### src/rtl/router_wrap_olck_arbiter.sv
// rtl/router_wrap_olck_arbiter.sv - round-robin output-lock arbiter with stall watchdog
module router_wrap_olck_arbiter #(
  parameter int NUM_REQ = 4,
  parameter int OWNER_W = $clog2(NUM_REQ),
  parameter int TIMEOUT = 255,
  parameter int TO_W    = 8
) (
  input  logic               clk,
  input  logic               reset,
  input  logic [NUM_REQ-1:0] req_valid,
  input  logic [NUM_REQ-1:0] req_head,
  input  logic [NUM_REQ-1:0] req_tail,
  input  logic               out_ready,
  output logic [NUM_REQ-1:0] grant,
  output logic               locked,
  output logic [OWNER_W-1:0] owner_id,
  output logic               xfer,
  output logic               timeout
);

  typedef enum logic {
    ST_IDLE = 1'b0,
    ST_LOCK = 1'b1
  } state_t;

  localparam logic [TO_W-1:0]    WDOG_MAX  = '1;
  localparam logic [TO_W-1:0]    TIMEOUT_V = TO_W'(TIMEOUT);
  localparam logic [OWNER_W-1:0] LAST_REQ  = OWNER_W'(NUM_REQ - 1);

  state_t               state_q, state_d;
  logic [OWNER_W-1:0]   owner_q, owner_d;
  logic [OWNER_W-1:0]   rr_ptr_q, rr_ptr_d;
  logic [NUM_REQ-1:0]   grant_q, grant_d;
  logic [TO_W-1:0]      wdog_q, wdog_d;
  logic                 timeout_q, timeout_d;

  logic [NUM_REQ-1:0]   cand;
  logic [OWNER_W-1:0]   pick;
  logic                 pick_found;
  logic                 own_valid;
  logic                 own_tail;
  logic                 wdog_hit;

  // Only head flits compete; body flits never open a new lock.
  assign cand      = req_valid & req_head;
  assign own_valid = req_valid[owner_q];
  assign own_tail  = req_tail[owner_q];
  assign xfer      = (state_q == ST_LOCK) & own_valid & out_ready;
  assign wdog_hit  = (TIMEOUT != 0) && (wdog_q == TIMEOUT_V);

  // Round-robin pick: scan from the requester just after the last owner.
  always_comb begin
    int idx;
    pick       = '0;
    pick_found = 1'b0;
    idx        = 0;
    for (int k = 1; k <= NUM_REQ; k++) begin
      idx = (int'(rr_ptr_q) + k) % NUM_REQ;
      if (!pick_found && cand[idx[OWNER_W-1:0]]) begin
        pick_found = 1'b1;
        pick       = idx[OWNER_W-1:0];
      end
    end
  end

  // Lock FSM next state: acquire on a head, release on tail transfer or watchdog expiry.
  always_comb begin
    state_d   = state_q;
    owner_d   = owner_q;
    rr_ptr_d  = rr_ptr_q;
    grant_d   = grant_q;
    wdog_d    = wdog_q;
    timeout_d = 1'b0;
    case (state_q)
      ST_IDLE: begin
        if (pick_found) begin
          state_d = ST_LOCK;
          owner_d = pick;
          grant_d = NUM_REQ'(1) << pick;
          wdog_d  = '0;
        end
      end
      ST_LOCK: begin
        if (xfer && own_tail) begin
          // Normal release wins even if the watchdog is at its limit this cycle.
          state_d  = ST_IDLE;
          grant_d  = '0;
          rr_ptr_d = owner_q;
        end else if (xfer) begin
          wdog_d = '0;
        end else if (wdog_hit) begin
          state_d   = ST_IDLE;
          grant_d   = '0;
          rr_ptr_d  = owner_q;
          timeout_d = 1'b1;
        end else if (wdog_q != WDOG_MAX) begin
          wdog_d = wdog_q + TO_W'(1);
        end
      end
      default: begin
        state_d = ST_IDLE;
        grant_d = '0;
      end
    endcase
  end

  // State registers; reset leaves the pointer at the last requester so requester 0 wins first.
  always_ff @(posedge clk or negedge reset) begin
    if (!reset) begin
      state_q   <= ST_IDLE;
      owner_q   <= '0;
      rr_ptr_q  <= LAST_REQ;
      grant_q   <= '0;
      wdog_q    <= '0;
      timeout_q <= 1'b0;
    end else begin
      state_q   <= state_d;
      owner_q   <= owner_d;
      rr_ptr_q  <= rr_ptr_d;
      grant_q   <= grant_d;
      wdog_q    <= wdog_d;
      timeout_q <= timeout_d;
    end
  end

  assign grant    = grant_q;
  assign locked   = (state_q == ST_LOCK);
  assign owner_id = owner_q;
  assign timeout  = timeout_q;

endmodule

### config.mk
export PLATFORM = sky130hd
export DESIGN_NAME = router_wrap_olck_arbiter
export DESIGN_NICKNAME = d
export VERILOG_FILES = /design/src/rtl/router_wrap_olck_arbiter.sv
export SDC_FILE = /design/constraint.sdc
export NUM_CORES = 1
export LEC_CHECK = 0
export ABC_AREA = 1
export BUFFER_PORTS_ARGS = -buffer_cell sky130_fd_sc_hd__buf_4
export CORE_MARGIN = 2
export CORE_UTILIZATION = 40
export CTS_CLUSTER_DIAMETER = 40
export DETAILED_ROUTE_END_ITERATION = 16
export PLACE_DENSITY = 0.68
export SYNTH_ARGS = -nofsm -noshare
export SYNTH_HDL_FRONTEND = slang
export SYNTH_SLANG_ARGS = --single-unit
export TNS_END_PERCENT = 50
### constraint.sdc
create_clock -name clk -period 1.7 [get_ports clk]
set_input_delay 0.085 -clock clk [delete_from_list [all_inputs] [get_ports clk]]
set_output_delay 0.085 -clock clk [all_outputs]
set_load 0.1 [all_outputs]
## Word-level counts from Yosys, hierarchy flattened

Cells that the tools add are included.
W data, S select, Z words.

| word-level totals | value |
|---|---|
| bits in registers | 18 |
| bits of input ports | 15 |

| cells by class | value |
|---|---|
| add/subtract/negate cells | 5 |
| $lt $le $gt $ge | 5 |
| equal/unequal tests | 9 |
| shift-type cells | 1 |
| mux-type cells | 43 |
| bitwise logic cells | 4 |
| reductions and logical operators | 12 |

Operators with widths:

| kind | count |
|---|---|
| $mux W8 | 5 |
| $mux W1 | 18 |
| $mux W4 | 4 |
| $pmux W8 S2 | 1 |
| $lt A2 B3 Y1 const B | 5 |
| $mux W2 | 7 |
| $bmux W1 S2 | 6 |
| $add A8 B1 Y8 const B | 1 |
| $eq A8 B8 Y1 const B | 1 |
| $ne A8 B8 Y1 const B | 1 |
| $pmux W4 S2 | 1 |
| $ne A3 B2 Y1 const B | 2 |
| $reduce_and A3 Y1 | 2 |
| $add A2 B1 Y2 const B | 2 |
| $add A2 B2 Y2 const B | 2 |
| $and A4 B4 Y4 | 1 |
| $logic_and A1 B1 Y1 | 4 |
| $ne A2 B2 Y1 const B | 2 |
| $reduce_and A4 Y1 | 1 |
| $shl A1 B2 Y4 const A | 1 |
| $logic_not A1 Y1 | 3 |
| $ne A3 B1 Y1 const B | 1 |
| $ne A3 B3 Y1 const B | 1 |
| $and A1 B1 Y1 | 2 |
| 5 further kinds | 5 |

## Longest topological paths before layout

Gate-level depths: netlist of the first run.

| depth | value |
|---|---|
| depth in word-level cells | 16 |
| depth in mapped cells | 12 |

## Worst setup path before layout of the first run

No wires, ideal clock.

| path | value |
|---|---|
| path kind | reg-to-reg |
| start | register owner_q[1] (netlist: owner_id[1]) |
| end | register wdog_q[5] |
| data arrival time | 2.400 ns |
| required time | 1.579 ns |
| setup slack | -0.822 ns |
| stages on the path, launching flop included | 8 |
| path buffers | 0 |
| cell sequence | dfrtp_1 inv_1 nand3_2 nand4_4 inv_1 nor3_1 nand2_1 o21ai_2 |

| on the way | value |
|---|---|
| word-level cells in the longest chain between the ends | 7 |

Ends and longest elaborated chain:

| item | RTL line | RTL |
|---|---|---|
| start: declaration | 31 | `logic [OWNER_W-1:0] owner_q, owner_d;` |
| start signal: assignment | 118 | `owner_q <= owner_d;` |
| $bmux W1 S2 * | 46 | `assign own_valid = req_valid[owner_q];` |
| $mux W1 (not written as such) * | 46 |  |
| $and A1 B1 Y1 * (2 in a row) | 48 | `assign xfer = (state_q == ST_LOCK) & own_valid & out_ready;` |
| named net xfer | 17 | `output logic xfer,` |
| $mux W8 / $logic_and A1 B1 Y1 (equally long branches) | 89, 84 |  |
| $mux W8 / $ne A2 B2 Y1 (equally long branches) | -- |  |
| $pmux W8 S2 / $reduce_and A4 Y1 (equally long branches) | -- |  |
| end signal: assignment | 121 | `wdog_q <= wdog_d;` |
| end: declaration | 34 | `logic [TO_W-1:0] wdog_q, wdog_d;` |

Mark *: on every way through the listed nets, which the timed path passes. The rest lies on a longest branch. The select of a mux whose other input is x is not followed.
A chain may end at the register's enable or synchronous reset.

## Worst setup path after layout of the first run

| path | value |
|---|---|
| start | register owner_q[0] (netlist: owner_id[0]) |
| end | register wdog_q[2] |

| on the way | value |
|---|---|
| word-level cells in the longest chain between the ends | 7 |

Ends and longest elaborated chain:

| item | RTL line |
|---|---|
| $bmux W1 S2 | 46 |
| $mux W1 (not written as such) | 46 |
| $and A1 B1 Y1 (2 in a row) | 48 |
| $mux W8 / $logic_and A1 B1 Y1 (equally long branches) | 89, 84 |
| $mux W8 / $ne A2 B2 Y1 (equally long branches) | -- |
| $pmux W8 S2 / $reduce_and A4 Y1 (equally long branches) | -- |

Several ways; a longest one is shown, not always the timed one. The select of a mux whose other input is x is not followed.

==> run_results.csv, run 1 <==
group,metric,value,unit
pwr,ir_drop,922.8,uV
clocking,clock_path_buffers,2,
timing,rsz0062_at_grt,"true",
clocking,cts_tree,"yes",
floorplan,die_x,63.14,um
setup_path,worstReg2RegStart,"owner_id[0]",
layout,final_cell_area,1993,um2
route,drt_first_pass_iters,4,
setup_path,path_class,"reg2reg",
yosys,synth_edf_count,0,
yosys,synthArstFlopShare,1.000,
setup_path,cp.required,1.91,ns
hold_path,hp-class,"in2async",
timing,slew_headroom,0.8161,
global_route,grt_max_degree,19,
floorplan,core,3337,um2
route,ant_nets,0,
clocking,clkLatencyLatePin,0.31,ns
timing,worstMarginPinSlew,0.2756,ns
yosys,synth.distinct_cells,29,
layout,syn2layout_area_growth,42.49,%
timing,timing.hold.ws,0.1621,ns
yosys,avgSynthCellArea,7.771,um2
yosys,synthCells,180,
yosys,synth_top_area_cell,"dfrtp_1",
route,drt-total-wl,3411,um
yosys,synth_nets,196,
floorplan,fp.dieH,63.14,um
setup_path,worst-path-max-fanout,6,
place,gp_congestion,0.8251,
setup_path,cp-end-kind,"flop",
yosys,synth_area,1399,um2
yosys,ys.warnings.count,0,
clocking,clk_pin_slew_worst_paths,0.11,ns
clocking,cts.sinks,18,
global_route,first_global_vias,1217,
status,outcome,"finished, violations left",
place,dpl.hpwl,2182,um
yosys,synth.area.top_cells,"dfrtp_1 29%, nand2_1 14%, nand3_1 6.4%",
place,place_ws,-0.02196,ns
place,dpl_cell_area,1690,um2
timing,min_period_over_period,1.005,
yosys,synth_top_area_frac,0.2862,
clocking,h-tree-depth,1,
layout,drive_gt1_frac,0.5600,
setup_path,rr_worst_depth,11,
yosys,synthMostInstantiatedCell,"nand2_1",
floorplan,initial_core_util,0.4192,
pwr,leakagePower,0.9549,nW
place,dp.cells,255,
place,port_buffers,23,
timing,hold_viol_final,0,
layout,n_fill_cell,286,
route,routedWlPerCell,12.59,um
setup_path,start_kind,"flop",
route,vias,1346,
yosys,synth_seq_cells,18,
yosys,ys.flop_type,"dfrtp_1",
timing,worst_slack,-0.008142,ns
floorplan,die-area,3986,um2
route,first_iter_violations,108,
global_route,grt-ovfl-total,0,
route,vias_per_cell,4.967,
yosys,synth.yosys.seq_area_share,0.3238,
floorplan,row_count,21,
timing,fmax,0.5854,GHz
timing,timing.final.crit_period,1.708,ns
clocking,cts_buffers,3,
global_route,antenna_found_initial,0,
setup_path,r2r-end,"wdog_q[2]",
clocking,clockRootBuffer,"clkbuf_4",
layout,fin_nets,242,
timing,maxSlewViolCount,0,
layout,final_util,0.5973,
yosys,ys_top_cells_by_count,"54 x nand2_1, 18 x nand3_1, 16 x dfrtp_1",
pwr,powerDensity,1918,nW/um2
setup_path,worstPathArrival,1.92,ns
layout,n_antenna_cell,0,
status,violations,"negative setup slack",
setup_path,r2r_slack,-0.008,ns
timing,setup_violations,2,
global_route,grt_pass1_wl,5264,um
route,route.detailed.drc,0,
floorplan,pin_count,24,
flow_run,drv_cap,0,
timing,clock_skew,0.005637,ns
global_route,grt_use_total,0.1602,
layout,stdcell_count,271,
how the worst max path moves through the flow:
stage / startpoint / endpoint / slack [ns]
after floorplan: owner_id[1] / wdog_q[5] / -0.29
after global placement: rr_ptr_q[0] / grant[0] / 0.01
after detailed placement: rr_ptr_q[0] / grant[0] / -0.02
after CTS: owner_id[0] / wdog_q[7] / 0.002
after global routing: rr_ptr_q[0] / wdog_q[4] / -0.09
final: owner_id[0] / wdog_q[2] / -0.008
timing repair:
| action | in CTS | in global routing |
|---|---|---|
| resized for setup | 4 | 39 |
| pin swaps | 1 | 19 |
| gates cloned | 0 | 1 |
| endpoints found under the hold margin | 18 | 0 |
| setup endpoints to repair | 11 | 16 |
| hold buffers | 1 | 0 |
| setup buffers | 5 | 5 |
routing by layer:
layer  routed length [um]  track usage
met5                    0            0
met1                 1678       0.2296
met2                 1558       0.2487
met4                   29      0.04444
met3                  144      0.02679
flip-flops by register name, summed over array words and instances (netlist names):
register  count
grant         4
locked        1
owner_id      2
rr_ptr_q      2
timeout       1
wdog_q        8
stage by stage:
stage	TNS (ns)	total power [mW]
after CTS	0	3.448
after floorplan	-0.5045	2.574
after detailed placement	-0.02196	3.030
after global placement	0	3.026
final	-0.009903	3.823
after global routing	-0.8802	4.093
where the power goes:
group / total (mW) / switching [mW] / internal (mW)
combinational: 2.76 / 1.79 / 0.966
clock: 0.275 / 0.144 / 0.131
sequential: 0.790 / 0.193 / 0.597
total: 3.82 / 2.13 / 1.69
area by class of cell:
cell class / instances / area [um2] / area share
well taps: 46 / 57.56 / 0.02888
inverters: 20 / 88.84 / 0.04457
repair buffers: 41 / 346.6 / 0.1739
multi-input cells: 142 / 1002 / 0.5028
clock buffers: 4 / 36.28 / 0.01820
flip-flops and latches: 18 / 461.7 / 0.2316
cell families after synthesis:
kind of cell,Yosys count,synth area share
buf+inv,21,0.06708
compound gates,17,0.08765
xor+xnor,1,0.006262
simple gates,122,0.5063
fa+ha+maj,1,0.008943
flops,18,0.3238
critical path, cell delays in order, from the launching register on:
cell and delay (ns):
dfrtp_4 0.53, buf_4 0.15, buf_4 0.13, nand2_1 0.08
nand3_2 0.09, nand2_2 0.08, nor2_4 0.04, buf_4 0.14
nor2_8 0.16, nand2_4 0.10, nand2_2 0.07, o21ai_2 0.05
cell usage in the layout (no fill, tap or decap), drive strengths merged, types with 3 or more instances in the layout:
cell type | synthesis | layout
o21ai | 14 | 14
nand3 | 23 | 23
buf | 1 | 40
dfrtp | 16 | 16
inv | 19 | 19
nor2 | 14 | 14
nand4 | 9 | 9
clkbuf | 0 | 4
nand2 | 73 | 74
a21oi | 3 | 3
Power figures use the tool's default switching activity.
==> run 2, diff against run 1 <==
==> constraint.sdc (replaced) <==
create_clock -name clk -period 1.7 [get_ports clk]
set_input_delay 0.34 -clock clk [delete_from_list [all_inputs] [get_ports clk]]
set_output_delay 0.34 -clock clk [all_outputs]
set_load 0.1 [all_outputs]
==> run 2 against run 1 <==
Net effect: the flow still finishes with violations (negative setup slack); routed wire length decreased by 5.3%; non-clock buffer count is 2 lower; register-to-register slack about the same; clock-buffer cell count unchanged; clock power is 17% lower; cell area is 4.9% lower; critical path depth is 5 lower; largest power group unchanged.
==> run_results.csv, run 2 (synthesized netlist as in run 1, its figures left out) <==
group,metric,value,unit
status,outcome,"finished, violations left",
status,violations,"negative setup slack",
timing,slew_headroom,0.8156,
floorplan,row_count,21,
flow_run,drv_cap,0,
layout,n_fill_cell,310,
route,first_iter_violations,70,
route,drt-total-wl,3231,um
floorplan,core,3337,um2
setup_path,worstPathArrival,1.44,ns
setup_path,cp_top_family,"flip-flops",
setup_path,cp-end-kind,"output port",
route,vias_per_cell,4.825,
layout,largest_reg_flops,8,
floorplan,pin_count,24,
timing,fmax,0.5614,GHz
layout,largest-register,"wdog_q",
hold_path,hp-class,"in2async",
layout,final_util,0.5681,
route,vias,1293,
clocking,cts_buffers,3,
setup_path,crit_buf_inv,3,
clocking,clkLatencyLatePin,0.30,ns
global_route,grt_use_total,0.1602,
clocking,clockRootBuffer,"clkbuf_4",
setup_path,max_stage_delay,0.53,ns
clocking,h-tree-depth,1,
pwr,power,3.600,mW
route,route.detailed.drc,0,
layout,mostFrequentLayoutCells,"43 x nand2_1, 36 x buf_4, 20 x nand2_2",
floorplan,fp.dieH,63.14,um
timing,worstMarginPinSlew,0.2788,ns
setup_path,critPathSlowestCell,"dfrtp_4",
global_route,grt_max_degree,19,
pwr,pwr-share-seq,0.209,
pwr,p_switching,2.025,mW
global_route,first_global_vias,1208,
layout,seq_area,461.7,um2
place,dp.cells,254,
setup_path,r2r_slack,-0.01,ns
timing,rsz0062_at_grt,"true",
layout,final_common_cell,"nand2_1",
place,dpl.hpwl,2250,um
setup_path,cp_num_cells,6,
setup_path,worst-path-max-fanout,5,
floorplan,die-area,3986,um2
setup_path,r2r-end,"wdog_q[2]",
timing,hold_viol_final,0,
place,dpl_cell_area,1685,um2
timing,maxSlewViolCount,0,
route,drt_first_pass_iters,4,
clocking,clk_pin_slew_worst_paths,0.11,ns
layout,stdcell_count,268,
layout,syn2layout_area_growth,35.51,%
floorplan,die_x,63.14,um
place,port_buffers,23,
timing,clock_skew,0.006632,ns
setup_path,crit_path_start,"owner_id[0]",
pwr,p_sw_frac,0.5625,
setup_path,rr_worst_depth,10,
pwr,leakagePower,0.9156,nW
clocking,clock_path_buffers,2,
timing,setup_violations,5,
place,gp_congestion,0.8206,
timing,timing.final.crit_period,1.781,ns
global_route,antenna_found_initial,0,
global_route,grt-ovfl-total,0,
timing,worst_slack,-0.08139,ns
layout,fin_nets,239,
timing,min_period_over_period,1.048,
layout,n_antenna_cell,0,
setup_path,worstPathCellList,"inv_4, nand2_2, nand3_2, nand4_4, clkinvlp_4, buf_12",
setup_path,start_kind,"flop",
timing,setup_tns,-0.1126,ns
layout,final_cell_area,1896,um2
setup_path,path_class,"reg2out",
pwr,ir_drop,1070,uV
clocking,cts.sinks,18,
setup_path,cp-endpoint,"xfer",
setup_path,cp.required,1.36,ns
clocking,cts_tree,"yes",
setup_path,worstReg2RegStart,"owner_id[0]",
pwr,powerDensity,1899,nW/um2
layout,multiInputGateArea,940.9,um2
floorplan,initial_core_util,0.4192,
pwr,p_clk_frac,0.063,
route,routedWlPerCell,12.06,um
route,ant_nets,0,
pwr,combPwrFrac,0.728,
pwr,internal_power,1.575,mW
global_route,grt_pass1_wl,5209,um
layout,drive_gt1_frac,0.5135,
[run 2: final cells by class]
type	instances	area share
inverter	20	0.04686
timing repair buffer	39	0.1690
multi-input combinational	141	0.4964
tap	46	0.03036
clock buffer	4	0.01386
sequential	18	0.2436
[run 2: through the flow]
step | worst slack, ns | hold slack, ns
2_1_floorplan | -0.2848 | 0.04441
3_3_place_gp | 0.002147 | 0.2228
3_5_place_dp | -0.02476 | 0.2232
4_1_cts | -0.06131 | 0.4347
5_1_grt | -0.1262 | 0.4587
6_report | -0.08139 | 0.4274
[run 2: worst min path at each step]
stage,endpoint,cells after the start,slack (ns)
global route,timeout,2,0.46
CTS,timeout,2,0.43
detailed placement,timeout,1,0.22
floorplan,grant[0],0,0.04
global placement,wdog_q[6],1,0.22
finish,wdog_q[6],2,0.43
[run 2: power groups by stage]
stage / registers (mW) / clock network [mW] / logic [mW]
3_5_place_dp: 0.785 / 0 / 2.24
5_1_grt: 0.771 / 0.242 / 2.84
3_3_place_gp: 0.786 / 0 / 2.23
2_1_floorplan: 1.18 / 0 / 1.40
4_1_cts: 0.741 / 0.233 / 2.43
6_report: 0.753 / 0.227 / 2.62
[run 2: metal layers]
metal / up-vias / global-route usage / share of wire
li1: 674 / - / -
met1: 582 / 0.2342 / 0.49
met2: 33 / 0.2500 / 0.45
met3: 4 / 0.01429 / 0.045
met4: 0 / 0.05000 / 0.0093
met5: - / 0 / 0
[run 2: worst reg2reg max path: cells and delay by family (launching register included)]
family,cells,cell delay [ns]
buffers and inverters,2,0.32
AO/OA/AOI/OAI,1,0.05
flip-flops,1,0.53
AND/OR/NAND/NOR,7,0.72
[run 2: what timing repair did]
item                       in CTS  in global routing
cloned                          0                  0
gates resized for setup         5                 22
pin swaps                       0                  8
hold buffers                    1                  0
buffers inserted                6                  3
setup endpoints to repair      13                 16
hold endpoints to repair       16                  0
